## config.mk

```make
export PLATFORM = sky130hd
export DESIGN_NAME = dma_burst_splitter
export DESIGN_NICKNAME = d
export VERILOG_FILES = /design/src/rtl/dma_burst_splitter.sv
export SDC_FILE = /design/constraint.sdc
export NUM_CORES = 1
export LEC_CHECK = 0
export CAP_MARGIN = 20
export CORE_UTILIZATION = 50
export CTS_CLUSTER_DIAMETER = 150
export CTS_CLUSTER_SIZE = 12
export DETAILED_ROUTE_END_ITERATION = 8
export PLACE_DENSITY = 0.92
export SYNTH_ARGS = -nofsm -noshare
export SYNTH_HDL_FRONTEND = slang
export SYNTH_SLANG_ARGS = --single-unit
```

## constraint.sdc

```tcl
create_clock -name clk -period 7.1 [get_ports clk]
set_input_delay 1.775 -clock clk [delete_from_list [all_inputs] [get_ports clk]]
set_output_delay 1.775 -clock clk [all_outputs]
set_load 0.01 [all_outputs]
```

## src/rtl/dma_burst_splitter.sv

```systemverilog
// Splits one DMA descriptor into AVMM burst commands of at most BURST_MAX words,
// never crossing a BOUNDARY_BYTES boundary on either address. Optional counters: DMA_BURST_SPLITTER_STATS_EN.
module dma_burst_splitter #(
    parameter int unsigned SRC_ADDR_WIDTH   = 48,
    parameter int unsigned DST_ADDR_WIDTH   = 48,
    parameter int unsigned XFER_SIZE_WIDTH  = 40,
    parameter int unsigned DATA_BYTES       = 64,
    parameter int unsigned BURST_MAX        = 4,
    parameter int unsigned BURSTCOUNT_WIDTH = 7,
    parameter int unsigned BOUNDARY_BYTES   = 4096
) (
    input  logic                        clk,
    input  logic                        reset_n,
    input  logic                        sclr,
    input  logic                        cmd_valid,
    output logic                        cmd_ready,
    input  logic [SRC_ADDR_WIDTH-1:0]   cmd_src_addr,
    input  logic [DST_ADDR_WIDTH-1:0]   cmd_dst_addr,
    input  logic [XFER_SIZE_WIDTH-1:0]  cmd_length,
    output logic                        burst_valid,
    input  logic                        burst_ready,
    output logic [SRC_ADDR_WIDTH-1:0]   burst_src_addr,
    output logic [DST_ADDR_WIDTH-1:0]   burst_dst_addr,
    output logic [BURSTCOUNT_WIDTH-1:0] burst_count,
    output logic                        burst_last,
    output logic                        busy,
    output logic                        xfer_done,
    output logic [31:0]                 stat_burst_cnt,
    output logic [31:0]                 stat_word_cnt
);

    localparam int unsigned OFF_W  = $clog2(DATA_BYTES);
    localparam int unsigned BND_W  = $clog2(BOUNDARY_BYTES);
    localparam int unsigned WORD_W = XFER_SIZE_WIDTH - OFF_W;
    localparam int unsigned CMP_W  = 64;

    typedef enum logic [1:0] {IDLE, CALC, ISSUE, DONE} state_t;

    state_t              state;
    logic [WORD_W-1:0]   remaining;
    logic [BND_W:0]      src_gap;
    logic [BND_W:0]      dst_gap;
    logic [CMP_W-1:0]    next_count;
    logic                len_zero;

    // Next burst size: smallest of the burst limit, words left and both boundary gaps.
    always_comb begin
        src_gap    = (BND_W+1)'(BOUNDARY_BYTES) - (BND_W+1)'(burst_src_addr[BND_W-1:0]);
        dst_gap    = (BND_W+1)'(BOUNDARY_BYTES) - (BND_W+1)'(burst_dst_addr[BND_W-1:0]);
        next_count = CMP_W'(BURST_MAX);
        if (CMP_W'(remaining) < next_count) begin
            next_count = CMP_W'(remaining);
        end
        if (CMP_W'(src_gap >> OFF_W) < next_count) begin
            next_count = CMP_W'(src_gap >> OFF_W);
        end
        if (CMP_W'(dst_gap >> OFF_W) < next_count) begin
            next_count = CMP_W'(dst_gap >> OFF_W);
        end
        len_zero = ((cmd_length >> OFF_W) == XFER_SIZE_WIDTH'(0));
    end

    always_ff @(posedge clk) begin
        if (!reset_n || sclr) begin
            state          <= IDLE;
            cmd_ready      <= 1'b0;
            burst_valid    <= 1'b0;
            burst_src_addr <= '0;
            burst_dst_addr <= '0;
            burst_count    <= '0;
            burst_last     <= 1'b0;
            busy           <= 1'b0;
            xfer_done      <= 1'b0;
            remaining      <= '0;
        end else begin
            xfer_done <= 1'b0;
            case (state)
                IDLE: begin
                    cmd_ready <= 1'b1;
                    busy      <= 1'b0;
                    if (cmd_valid && cmd_ready) begin
                        // Word-align both addresses; a trailing partial word is dropped.
                        cmd_ready      <= 1'b0;
                        busy           <= 1'b1;
                        burst_src_addr <= cmd_src_addr & ~SRC_ADDR_WIDTH'(DATA_BYTES - 1);
                        burst_dst_addr <= cmd_dst_addr & ~DST_ADDR_WIDTH'(DATA_BYTES - 1);
                        remaining      <= WORD_W'(cmd_length >> OFF_W);
                        if (len_zero) begin
                            state     <= DONE;
                            xfer_done <= 1'b1;
                        end else begin
                            state <= CALC;
                        end
                    end
                end
                CALC: begin
                    burst_count <= BURSTCOUNT_WIDTH'(next_count);
                    burst_last  <= (next_count == CMP_W'(remaining));
                    burst_valid <= 1'b1;
                    state       <= ISSUE;
                end
                ISSUE: begin
                    if (burst_ready) begin
                        burst_valid    <= 1'b0;
                        burst_src_addr <= burst_src_addr + (SRC_ADDR_WIDTH'(burst_count) << OFF_W);
                        burst_dst_addr <= burst_dst_addr + (DST_ADDR_WIDTH'(burst_count) << OFF_W);
                        remaining      <= remaining - WORD_W'(burst_count);
                        if (burst_last) begin
                            state     <= DONE;
                            xfer_done <= 1'b1;
                        end else begin
                            state <= CALC;
                        end
                    end
                end
                DONE: begin
                    state     <= IDLE;
                    cmd_ready <= 1'b1;
                    busy      <= 1'b0;
                end
                default: begin
                    state <= IDLE;
                end
            endcase
        end
    end

`ifdef DMA_BURST_SPLITTER_STATS_EN
    logic [32:0] word_sum;

    always_comb begin
        word_sum = {1'b0, stat_word_cnt} + 33'(burst_count);
    end

    // Saturating burst/word counters, advanced on each accepted burst.
    always_ff @(posedge clk) begin
        if (!reset_n || sclr) begin
            stat_burst_cnt <= '0;
            stat_word_cnt  <= '0;
        end else if (state == ISSUE && burst_ready) begin
            if (stat_burst_cnt != 32'hFFFF_FFFF) begin
                stat_burst_cnt <= stat_burst_cnt + 32'd1;
            end
            stat_word_cnt <= word_sum[32] ? 32'hFFFF_FFFF : word_sum[31:0];
        end
    end
`else
    assign stat_burst_cnt = '0;
    assign stat_word_cnt  = '0;
`endif

endmodule

```

==> impl_metrics.yaml <==
clock_tree:
  path_clk_slew_ns: 0.06
  insertion_delay_ns: 0.44
  cts_max_level: 4
  cts_tree: "done"
  cts_sinks: 132
  cts_buffer_depth: 2
  postCtsHoldBufs: 0
  clock-root-buffer: "clkbuf_16"
  post-cts-setup-buffers: 0
  cts_made_buffers: 17
  cts_resized: 0
timing:
  slew_headroom_pct: 35.5
  fmax_ghz: 0.198
  skew_ns: 0.0102
  post-route-period-util_pct: 71.2
  tightest_slew_ns: 0.968
  setup_violations: 0
  slew_viol_final: 0
  rsz0062_at_grt: "no"
  tns_ns: 0
  period_minus_slack_ns: 5.05
  finalHoldViolations: 0
worst_setup_path:
  critPathKind: "flop to flop"
  startpoint_type: "flop"
  critPathRequiredTime_ns: 7.46
  reg2reg_depth: 20
  crit_path_end_kind: "flop"
  reg2reg_setup_slack_ns: 2.05
  crit_arrival_ns: 5.42
  crit_fanout: 7
hold_path:
  hold_path_depth: 2
  hold_path.class: "flop to flop"
detailed_routing:
  drtPass1Iterations: 7
  drt_wl_total_um: 32400
  drc_errors: 0
  routedWlPerCell_um: 18.6
  via_count: 10800
  drtIter0Drc: 1179
  vias_per_cell: 6.23
  ant_nets: 0
final_layout:
  layout.cells.non_filler: 1741
  diodes: 0
  design_area_mm2: 0.0123
  fin_nets: 1653
  syn2layout_area_growth_pct: 27.1
  drive_above_1_share_pct: 4.73
place:
  placed_area_mm2: 0.0117
  hpwl_um: 22700
  gp_congestion: 0.910
  portBuffers: 218
  dp.cells: 1709
floorplanning:
  initial_core_util_pct: 51.4
  core-area_mm2: 0.0189
  die-area_mm2: 0.0200
  core.rowCount: 50
  die_h_um: 141
  die_width_um: 141
  io_pins: 313
yosys:
  yosysTopAreaCell: "dfxtp_1"
  ys.flop_type: "dfxtp_1"
  synth-seq-cells: 132
  ys_async_sr_fraction_pct: 0
  ys_seq_area_share_pct: 27.2
  synth_edf_count: 0
  syn_inst: 1304
  synth_top_area_share_pct: 27.2
  ys_types: 75
  synthTopCellsByArea: "dfxtp_1, buf_4, ha_1"
  yosys_warnings: 0
  avgSynthCellArea_um2: 7.45
  syn_area_mm2: 0.00971
global_route:
  grt_pass1_wl_um: 50600
  grt_antenna_before_repair: 0
  grt_use_total_pct: 31.7
  grt_pass1_vias: 9985
  grt_max_degree: 96
  grt_overflow: 0
run:
  cap_viol_max_count: 0
outcome:
  status: "completed"
power_and_ir_drop:
  irDropWorstVdd_v: 0.000177
  finalPower_mw: 2.50
  power_density_mw_per_mm2: 202
  p_leak_nw: 4.37
[layout make-up]
type / count / area [um^2]
Tap cell: 260 / 325
Fill cell: 1570 / 6550
Multi-Input combinational cell: 1043 / 6340
Clock buffer: 18 / 439
Sequential cell: 132 / 2640
Inverter: 43 / 163
Clock inverter: 14 / 153
Timing Repair Buffer: 231 / 2280
[through the flow]
stage	hold WS, ns	util (%)	setup slack, ns
after floorplan	0.449	-	2.99
after global placement	0.462	62.2	2.40
after detailed placement	0.472	62.2	2.22
after CTS	0.478	65.3	2.14
after global routing	0.506	65.3	1.78
final	0.478	65.3	2.05
[where the power goes]
group          switching, mW  total (mW)  internal [mW]  leakage [nW]
Combinational          0.452       0.770          0.318          3.01
Clock                  0.373       0.903          0.530         0.291
Sequential            0.0473       0.823          0.776          1.07
[flip-flops by register name (all words and copies together), names as in the netlist]
| register | count |
|---|---|
| xfer_done | 1 |
| burst_valid | 1 |
| state | 2 |
| burst_count | 7 |
| remaining | 34 |
| burst_last | 1 |
| burst_dst_addr | 42 |
| busy | 1 |
| cmd_ready | 1 |
| burst_src_addr | 42 |
[final timing paths]
check,startpoint,endpoint
worst max-delay path,remaining[22],burst_last
worst min register to register,remaining[16],remaining[16]
worst max register to register,remaining[22],burst_last
worst min-delay path,remaining[16],remaining[16]
[worst max-delay path, stage by stage (launching register included)]
cell,delay (ns)
dfxtp_1,0.35
or4_1,0.70
nor4_4,0.31
nand4_1,0.24
inv_1,0.13
nand2_1,0.09
ha_1,0.28
o211ai_1,0.19
nand3_1,0.16
o21ai_1,0.22
and2_1,0.21
inv_1,0.05
ha_1,0.29
a21o_1,0.19
a21oi_1,0.14
o21ai_0,0.22
a21oi_4,0.32
mux2i_1,0.42
xor2_1,0.21
nand4_1,0.11
o21ai_1,0.15
[Yosys cell counts (15+ instances only)]
cell type and n:
nand3_1 34, inv_1 43, a31oi_1 16, o21ai_0 91
clkbuf_1 76, dfxtp_1 132, or3_1 15, a21oi_1 90
nand4_1 17, nor2_1 99, nor4_1 23, a311oi_1 20
o22ai_1 21, nor2b_1 31, nor3_1 71, a211oi_1 53
buf_4 76, ha_1 41, and3_1 34, a21o_1 20
nand2_1 104
[kinds of logic after synthesis]
family | count (synthesis) | share of synthesized area (%)
compound gates | 410 | 27.7
buf+inv | 207 | 11.0
other cells | 2 | 0.0773
simple gates | 476 | 24.9
flops | 132 | 27.2
mux | 14 | 1.47
fa+ha+maj | 44 | 5.90
xor+xnor | 19 | 1.71
[metal layers]
layer,up-vias,routed length [um],track usage (%)
met5,-,0,0
met4,0,1320,17.4
met3,105,2830,5.64
met2,626,15700,53.9
met1,5108,12600,37.8
li1,5010,-,-
[cell usage in the layout, fill, tap and decap left out, types with 12 or more instances in the layout]
master | netlist | layout
and3_1 | 34 | 34
a311oi_1 | 20 | 20
conb_1 | 2 | 80
nor2b_1 | 31 | 30
nand3_1 | 34 | 34
nand2_1 | 104 | 104
o211ai_1 | 12 | 12
a21oi_1 | 90 | 90
nor3_1 | 71 | 71
mux2i_1 | 12 | 12
a211oi_1 | 53 | 53
ha_1 | 41 | 40
clkdlybuf4s50_1 | 0 | 218
o22ai_1 | 21 | 21
or3_1 | 15 | 15
a21o_1 | 20 | 20
a31oi_1 | 16 | 16
nor4_1 | 23 | 23
dfxtp_1 | 132 | 132
clkbuf_16 | 0 | 17
o21ai_0 | 91 | 90
nand4_1 | 17 | 17
buf_4 | 76 | 13
inv_1 | 43 | 42
nor2_1 | 99 | 98
Power figures use the tool's default switching activity.
